<file path="src/rtl/vga_pixel_fetch.sv">
// Framebuffer fetch and DAC colour stage behind the VGA timing generator; sync and colour leave aligned.
// Optional build macro VGA_FETCH_TEST_PATTERN_EN adds a test_pattern input that shows 8 vertical colour bars.
module vga_pixel_fetch #(
    parameter int unsigned FB_W   = 200,
    parameter int unsigned FB_H   = 150,
    parameter int unsigned ADDR_W = 15,
    parameter int unsigned RD_LAT = 1
) (
    input  logic              clk,
    input  logic              rst,
    input  logic              in_h_sync,
    input  logic              in_v_sync,
    input  logic              in_vis,
    input  logic [7:0]        h_pixel,
    input  logic [7:0]        v_pixel,
`ifdef VGA_FETCH_TEST_PATTERN_EN
    input  logic              test_pattern,
`endif
    output logic              fb_rd_en,
    output logic [ADDR_W-1:0] fb_addr,
    input  logic [7:0]        fb_rdata,
    output logic              vga_hs,
    output logic              vga_vs,
    output logic [3:0]        vga_r,
    output logic [3:0]        vga_g,
    output logic [3:0]        vga_b,
    output logic              frame_start
);

    generate
        if ((FB_W * FB_H) > (64'd1 << ADDR_W)) begin : g_bad_addr_w
            $error("vga_pixel_fetch: framebuffer does not fit in ADDR_W");
        end
        if ((RD_LAT < 1) || (RD_LAT > 4)) begin : g_bad_rd_lat
            $error("vga_pixel_fetch: RD_LAT must be 1..4");
        end
    endgenerate

    logic              last_vis;
    logic [7:0]        last_h;
    logic [7:0]        last_v;
    logic              issue_c;
    logic [ADDR_W-1:0] addr_c;

    // Stage 0: one read per logical pixel, always on the first visible cycle of a run
    always_comb begin
        issue_c = in_vis && (!last_vis || (h_pixel != last_h) || (v_pixel != last_v));
`ifdef VGA_FETCH_TEST_PATTERN_EN
        if (test_pattern) issue_c = 1'b0;
`endif
        addr_c = ADDR_W'(v_pixel) * ADDR_W'(FB_W) + ADDR_W'(h_pixel);
    end

    always_ff @(posedge clk) begin
        if (rst) begin
            fb_rd_en <= 1'b0;
            fb_addr  <= '0;
            last_vis <= 1'b0;
            last_h   <= '0;
            last_v   <= '0;
        end else begin
            fb_rd_en <= issue_c;
            last_vis <= in_vis;
            if (issue_c) begin
                fb_addr <= addr_c;
                last_h  <= h_pixel;
                last_v  <= v_pixel;
            end
        end
    end

    // Side-band delay lines; index RD_LAT is the cycle in which fb_rdata is valid
    logic [RD_LAT:0] hs_d;
    logic [RD_LAT:0] vs_d;
    logic [RD_LAT:0] vis_d;
    logic [RD_LAT:0] rv_d;

    always_ff @(posedge clk) begin
        if (rst) begin
            hs_d  <= '1;
            vs_d  <= '1;
            vis_d <= '0;
            rv_d  <= '0;
        end else begin
            hs_d  <= {hs_d[RD_LAT-1:0], in_h_sync};
            vs_d  <= {vs_d[RD_LAT-1:0], in_v_sync};
            vis_d <= {vis_d[RD_LAT-1:0], in_vis};
            rv_d  <= {rv_d[RD_LAT-1:0], issue_c};
        end
    end

`ifdef VGA_FETCH_TEST_PATTERN_EN
    logic [2:0]      bar_d [RD_LAT+1];
    logic [RD_LAT:0] tp_d;

    always_ff @(posedge clk) begin
        if (rst) begin
            tp_d <= '0;
            for (int i = 0; i <= int'(RD_LAT); i++) bar_d[i] <= '0;
        end else begin
            tp_d     <= {tp_d[RD_LAT-1:0], test_pattern};
            bar_d[0] <= h_pixel[7:5];
            for (int i = 1; i <= int'(RD_LAT); i++) bar_d[i] <= bar_d[i-1];
        end
    end
`endif

    logic [7:0] held;
    logic [7:0] col_c;
    logic [3:0] r_c;
    logic [3:0] g_c;
    logic [3:0] b_c;

    // Colour select with same-cycle bypass of fresh read data, then expansion and blanking
    always_comb begin
        col_c = rv_d[RD_LAT] ? fb_rdata : held;
        r_c   = {col_c[7:5], col_c[7]};
        g_c   = {col_c[4:2], col_c[4]};
        b_c   = {col_c[1:0], col_c[1:0]};
`ifdef VGA_FETCH_TEST_PATTERN_EN
        if (tp_d[RD_LAT]) begin
            r_c = {4{bar_d[RD_LAT][2]}};
            g_c = {4{bar_d[RD_LAT][1]}};
            b_c = {4{bar_d[RD_LAT][0]}};
        end
`endif
        if (!vis_d[RD_LAT]) begin
            r_c = '0;
            g_c = '0;
            b_c = '0;
        end
    end

    always_ff @(posedge clk) begin
        if (rst) begin
            held        <= '0;
            vga_hs      <= 1'b1;
            vga_vs      <= 1'b1;
            vga_r       <= '0;
            vga_g       <= '0;
            vga_b       <= '0;
            frame_start <= 1'b0;
        end else begin
            if (rv_d[RD_LAT]) held <= fb_rdata;
            vga_hs      <= hs_d[RD_LAT];
            vga_vs      <= vs_d[RD_LAT];
            vga_r       <= r_c;
            vga_g       <= g_c;
            vga_b       <= b_c;
            frame_start <= vga_vs & ~vs_d[RD_LAT];
        end
    end

endmodule

</file>
<file path="config.mk">
export PLATFORM = sky130hd
export DESIGN_NAME = vga_pixel_fetch
export DESIGN_NICKNAME = d
export VERILOG_FILES = /design/src/rtl/vga_pixel_fetch.sv
export SDC_FILE = /design/constraint.sdc
export NUM_CORES = 1
export LEC_CHECK = 0
export ABC_AREA = 1
export CORE_MARGIN = 10
export CORE_UTILIZATION = 35
export CTS_BUF_LIST = sky130_fd_sc_hd__clkbuf_16
export CTS_CLUSTER_DIAMETER = 150
export DETAILED_ROUTE_END_ITERATION = 10
export PLACE_DENSITY = 0.56
export SKIP_CTS_REPAIR_TIMING = 1
export SLEW_MARGIN = 20
export SYNTH_ARGS = -nofsm -noshare
export SYNTH_HDL_FRONTEND = slang
export SYNTH_SLANG_ARGS = --single-unit
</file>
<file path="constraint.sdc">
create_clock -name clk -period 4.5 [get_ports clk]
set_input_delay 0.9 -clock clk [delete_from_list [all_inputs] [get_ports clk]]
set_output_delay 0.9 -clock clk [all_outputs]
set_load 0.02 [all_outputs]
</file>
==> metrics, run 1 <==
DIE HEIGHT=114.8 um; M1 WL=3391 um; sequential fraction of the synthesis area=35.00%; switching power=459.9 uW; Crit. End Element=flip-flop; fin area=3919 um^2; f_max=0.2572 GHz; DRT iter0 DRCs=81; worst-skew pair later-pin latency=0.30 ns; maximum clock path buffer count=2; outcome=completed; Worst-Margin Slew=0.7798 ns; Async S/R FF share, synth=0%; GRT Overall Usage=11.46%; register share of total power=39.1%; maxcap violations=0; met2 routed WL=3410 um; number of global-route vias before repair=2615; Die W=114.8 um; detailed placement HPWL=5574 um; Final nets=545; TritonCTS Buffers=5; Worst VDD drop=0.1720 mV; Post-synth EDFFs=0; Rel. slew slack=47.95%; Setup TNS Final=0 ns; leakage power=0.001862 uW; largest net degree at the start of global routing=30; crit path kind=in2reg; top routing layer in use=met4; Rows=34; switching share of power=33.59%; Syn Nets=495; Netlist cell types=26; Avg WL per Cell=12.38 um; Pint=909.4 uW; DR vias/cell=4.534; Mapped Cells=431; placed cell area=3770 um^2; Avg Inst Size Synth=7.298 um^2; Bufs and invs on worst path=4; Final Setup Violations=0; CTS tree=built; layout cells sized above 1=4.772%; hold crit path type=reg2reg; minimum clock period=3.887 ns; Layout Utilization=44.94%; Final Hold Fails=0; required time worst endpoint=4.70 ns; total gr overflow=0; number of synthesis warnings=0; delay-heaviest family, CP=adder cells; Root Driver=clkbuf_16; Yosys reg bits=55; slowest stage delay, CP=0.58 ns; crit path DAT=4.09 ns; Final Cycle Share=86.39%; Die ar.=13180 um^2; first-pass GRT wire length=12450 um; # port buffers=59; clock network power share=29.2%; Mapped Area=3146 um^2; Ports=60; crit-path max FO=5; RSZ-0062 raised after global routing=false; core area=8721 um^2; DR vias=2675; synth-to-layout area growth=24.58%; fill count=887; H-tree Lvls=2; DRC=0; Synth Flop Type=dfxtp_1; Initial Util=36.07%; GP Congestion=0.8032; WL final=7302 um; CP Cell Sequence=clkdlybuf4s50_1 -> ha_1 -> ha_1 -> inv_1 -> fa_1 -> inv_1 -> ha_1 -> or2_2 -> nand2_1 -> nand2_1 -> nand2_1 -> nand2_1 -> nor2_1 -> nand2_1 -> nand2_1 -> nand3_1 -> nand2_1 -> inv_1; most used cell, CP=nand2_1; critical path's slowest cell=clkdlybuf4s50_1; TritonCTS Sinks=55; Gate power share=31.7%; skew final=0.006652 ns; Ant. Diodes=0; Final Max Tran Viols=0; TritonRoute pass-1 iters=4; CP Launch Type=input port; Worst-path clk slew=0.07 ns; PwrDens=349.4 nW/um^2; Final ANT Viol Nets=0; met3 routed WL=409 um; initial antenna violation count=0
## power groups by stage
stage	Sequential (uW)	Clock, uW	Combinational [uW]
floorplan	564	0	286
global placement	546	0	430
CTS	536	415	438
finish	535	400	434
detailed placement	547	0	435
global route	540	433	504
## registers in the layout, summed over array words and instances (netlist names), 3 cells and up
signal,count
fb_addr,15
held,8
last_v,8
last_h,5
vga_g,3
vga_r,3
## cells in the final DEF, fill, tap and decap left out, types with 2 or more instances in the layout
cell,synthesis,final
nor2_1,85,85
nand2_1,84,84
inv_1,59,59
clkdlybuf4s50_1,0,59
dfxtp_1,55,55
ha_1,31,31
o21ai_0,27,27
nand3_1,15,15
xnor2_1,9,9
mux2i_1,8,8
a21oi_1,8,8
or2_2,7,7
nand3b_1,6,6
clkbuf_16,0,5
nand4_1,4,4
fa_1,4,4
xor2_1,3,3
inv_2,2,2
nor2_2,2,2
a31oi_1,2,2
## cell type report
class                   instances  area (um^2)  share of cell area (%)
clock inverters                 3        23.77                  0.6066
inverters                      61        229.0                   5.843
multi-input cells             298         1707                   43.55
clock buffers                   5        125.1                   3.193
flip-flops and latches         55         1101                   28.10
well taps                     108        135.1                   3.448
repair buffers                 60        598.1                   15.26
## logic make-up after synthesis
group	Yosys count	synth area share, %
AND/OR/NAND/NOR	205	27.25
XOR/XNOR	12	3.342
adder cells (fa/ha/maj)	35	14.88
AO/OA/AOI/OAI	38	6.245
flip-flops	55	35.00
buffers and inverters	78	10.74
multiplexers	8	2.546
## cell usage after synthesis (all sizes together) (6+ instances only)
library cell  instances  area (um^2)
nand3b                6        45.04
mux2i                 8        80.08
dfxtp                55         1101
ha                   31        387.9
nand3                16        85.08
a21oi                 9        48.80
or2                   7        43.79
o21ai                27        135.1
buf                  13        93.83
nand2                85        326.6
xnor2                 9        78.83
inv                  61        229.0
nor2                 87        331.6
## worst register-to-register path, delay by kind of cell, from the launching register on
family | cells | cell delay [ns]
flops | 1 | 0.35
compound gates | 1 | 0.24
buf+inv | 2 | 0.34
simple gates | 7 | 0.86
## layer usage
metal	vias up	GRT usage, %
li1	1433	-
met1	1193	13.73
met2	43	19.52
met3	6	3.438
met4	0	3.053
met5	-	0
## through the flow
stage	power (uW)	worst slack (ns)	cells	hold slack (ns)
2_1_floorplan	849.8	1.062	431	0.3895
3_3_place_gp	976.1	0.3683	582	0.3921
3_5_place_dp	981.6	0.3085	582	0.3974
4_1_cts	1388	0.6276	590	0.4165
5_1_grt	1477	0.3342	590	0.4316
6_report	1369	0.6125	590	0.4135
## worst paths after layout
kind,from,endpoint,slack (ns),cells after the start
setup / recovery,v_pixel[4],fb_addr[14]$_SDFFE_PP0P_,0.61,18
hold / removal,vs_d[0]$_SDFF_PP1_,vs_d[1]$_SDFF_PP1_,0.41,1
setup reg to reg,last_v[7]$_SDFFE_PP0P_,fb_addr[9]$_SDFFE_PP0P_,2.60,10
hold reg to reg,vs_d[0]$_SDFF_PP1_,vs_d[1]$_SDFF_PP1_,0.41,1
Note: power is estimated with default switching activity, not from simulation.
==> inputs of run 2 (changes only) <==
- CAP_MARGIN: unset -> 10
- REMOVE_ABC_BUFFERS: unset -> 1
- TNS_END_PERCENT: unset -> 20
==> run 2 against run 1 <==
Sequential power about the same. Sequential share of layout area down 0.081 points. Core utilization grew 0.13 points. Register-to-register slack got worse by 0.02 ns. Largest cell class unchanged.
==> metrics, run 2 (synthesis results as in run 1) <==
DRC=0 (unchanged); Reg with most FFs=fb_addr (unchanged); commonest non-fill, non-tap cell in the layout=nor2_1 (unchanged); core area=8721 um^2 (unchanged); Gate power share=31.7% (about the same); largest net degree at the start of global routing=30 (unchanged); # port buffers=59 (unchanged); Root Driver=clkbuf_16 (unchanged); Ant. Diodes=0 (unchanged); TritonCTS Sinks=55 (unchanged); most used cell, CP=nand2_1 (unchanged); Die W=114.8 um (unchanged); Die ar.=13180 um^2 (unchanged); TritonRoute pass-1 iters=4 (unchanged); crit path DAT=4.09 ns (about the same); first-pass GRT wire length=11990 um (was 12450 um); leakage power=0.001867 uW (was 0.001862 uW); Final Setup Violations=0 (unchanged); slowest stage delay, CP=0.52 ns (was 0.58 ns); CP Launch Type=input port (unchanged); Layout Utilization=45.06% (was 44.94%); DRT iter0 DRCs=91 (was 81); Initial Util=36.07% (unchanged); delay-heaviest family, CP=adder cells (unchanged); DR vias=2670 (was 2675); register share of total power=39.4% (was 39.1%); RSZ-0062 raised after global routing=false (unchanged); worst-skew pair later-pin latency=0.29 ns (was 0.30 ns); synth-to-layout area growth=24.94% (was 24.58%); total gr overflow=0 (unchanged); Final Max Tran Viols=0 (unchanged); Avg WL per Cell=11.99 um (was 12.38 um); Rows=34 (unchanged); commonest cells after routing, fill and taps aside=85 x nor2_1, 84 x nand2_1, 59 x inv_1, 59 x clkdlybuf4s50_1, 55 x dfxtp_1 (unchanged); Rel. slew slack=46.88% (was 47.95%); crit-path max FO=6 (was 5); Final nets=546 (was 545); number of global-route vias before repair=2567 (was 2615); Worst-path clk slew=0.07 ns (about the same); H-tree Lvls=2 (unchanged); crit path kind=in2reg (unchanged); layout cells sized above 1=4.969% (was 4.772%); Final Hold Fails=0 (unchanged); outcome=completed (unchanged); Worst VDD drop=0.1829 mV (was 0.1720 mV); post-placement cell count=583 (was 582); maximum clock path buffer count=2 (unchanged); hold crit path type=reg2reg (unchanged); f_max=0.2568 GHz (was 0.2572 GHz); maxcap violations=0 (unchanged); Crit. End Element=flip-flop (unchanged); Bufs and invs on worst path=4 (unchanged); CTS tree=built (unchanged); WL final=7084 um (was 7302 um); Final Cycle Share=86.53% (was 86.39%); clock network power share=28.9% (was 29.2%); max FFs per register=15 (unchanged); critical path's slowest cell=clkdlybuf4s50_1 (unchanged); DIE HEIGHT=114.8 um (unchanged); DR vias/cell=4.518 (was 4.534); GP Congestion=0.7930 (was 0.8032); Worst-Margin Slew=0.7959 ns (was 0.7798 ns); Setup TNS Final=0 ns (unchanged); CP Cell Sequence=clkdlybuf4s50_1 -> ha_1 -> ha_1 -> inv_1 -> fa_1 -> inv_1 -> ha_1 -> or2_2 -> nand2_1 -> nand2_1 -> nand2_1 -> nand2_1 -> nor2_1 -> nand2_1 -> nand2_1 -> nand3_1 -> nand2_1 -> inv_1 (unchanged); detailed placement HPWL=5573 um (was 5574 um); biggest registers after layout=fb_addr (15), held (8), last_v (8) (unchanged); Final ANT Viol Nets=0 (unchanged); GRT Overall Usage=10.83% (was 11.46%); PwrDens=346.1 nW/um^2 (was 349.4 nW/um^2); skew final=0.003947 ns (was 0.006652 ns); switching share of power=32.96% (was 33.59%); Min Hold Slack=0.4103 ns (was 0.4135 ns); TritonCTS Buffers=5 (unchanged); initial antenna violation count=0 (unchanged); switching power=448.4 uW (was 459.9 uW); required time worst endpoint=4.70 ns (about the same); fin cells=591 (was 590); minimum clock period=3.894 ns (was 3.887 ns); Ports=60 (unchanged); Pint=911.9 uW (was 909.4 uW)
==> run 2: changes by cell type in the layout (fill, tap and decap cells not counted) <==
cell	delta
buf_4	+1
clkinv_4	+1
clkinv_2	-1
==> run 2: worst paths after layout <==
check	to	depth (start not counted)	from	slack, ns
setup reg to reg	fb_addr[9]$_SDFFE_PP0P_	10	last_v[7]$_SDFFE_PP0P_	2.58
hold / removal	vga_hs$_SDFF_PP1_	1	hs_d[1]$_SDFF_PP1_	0.41
setup / recovery	fb_addr[14]$_SDFFE_PP0P_	18	v_pixel[3]	0.61
hold reg to reg	vga_hs$_SDFF_PP1_	1	hs_d[1]$_SDFF_PP1_	0.41
==> run 2: final cells by class <==
type	count	area [um^2]
flip-flops and latches	55	1101
fillers	900	4791
well taps	108	135.1
multi-input cells	298	1707
repair buffers	61	605.6
inverters	61	229.0
clock inverters	3	27.53
clock buffers	5	125.1
==> run 2: per-layer routing <==
| layer | up-vias | routed length, um | global-route usage (%) | share of wire, % |
|---|---|---|---|---|
| met2 | 44 | 3251 | 18.38 | 46 |
| met5 | - | 0 | 0 | 0 |
| met1 | 1189 | 3422 | 13.67 | 48 |
| met4 | 0 | 84 | 2.970 | 1.2 |
| li1 | 1432 | - | - | - |
| met3 | 5 | 325 | 2.083 | 4.6 |
==> run 2: metrics by stage <==
stage	worst slack (ns)	power, uW	instance area (um^2)
2_1_floorplan	1.048	841.1	3037
3_3_place_gp	0.3610	974.9	3777
3_5_place_dp	0.2807	981.6	3777
4_1_cts	0.5884	1379	3930
5_1_grt	0.3638	1460	3930
6_report	0.6063	1360	3930
==> run 2: worst reg2reg max path: stages, from the launching register on <==
cell and delay, ns:
dfxtp_1 0.35, inv_1 0.04, nand2_1 0.05, nand2_1 0.04
nand3b_1 0.19, nor2_1 0.16, nand3_2 0.12, nand2_4 0.27
inv_2 0.31, o21ai_0 0.24, nor2_1 0.06
==> run 2: power groups by stage <==
| stage | Clock (uW) | Sequential, uW | Combinational, uW |
|---|---|---|---|
| 6_report | 393 | 536 | 431 |
| 5_1_grt | 423 | 540 | 496 |
| 4_1_cts | 406 | 536 | 436 |
| 3_5_place_dp | 0 | 548 | 434 |
| 3_3_place_gp | 0 | 547 | 428 |
| 2_1_floorplan | 0 | 568 | 273 |
==> inputs of run 3 (changes only) <==
- SLEW_MARGIN: 20 -> 5
==> results of run 3 <==
Same layout as run 2: the final DEF is identical, and so are final timing and power.
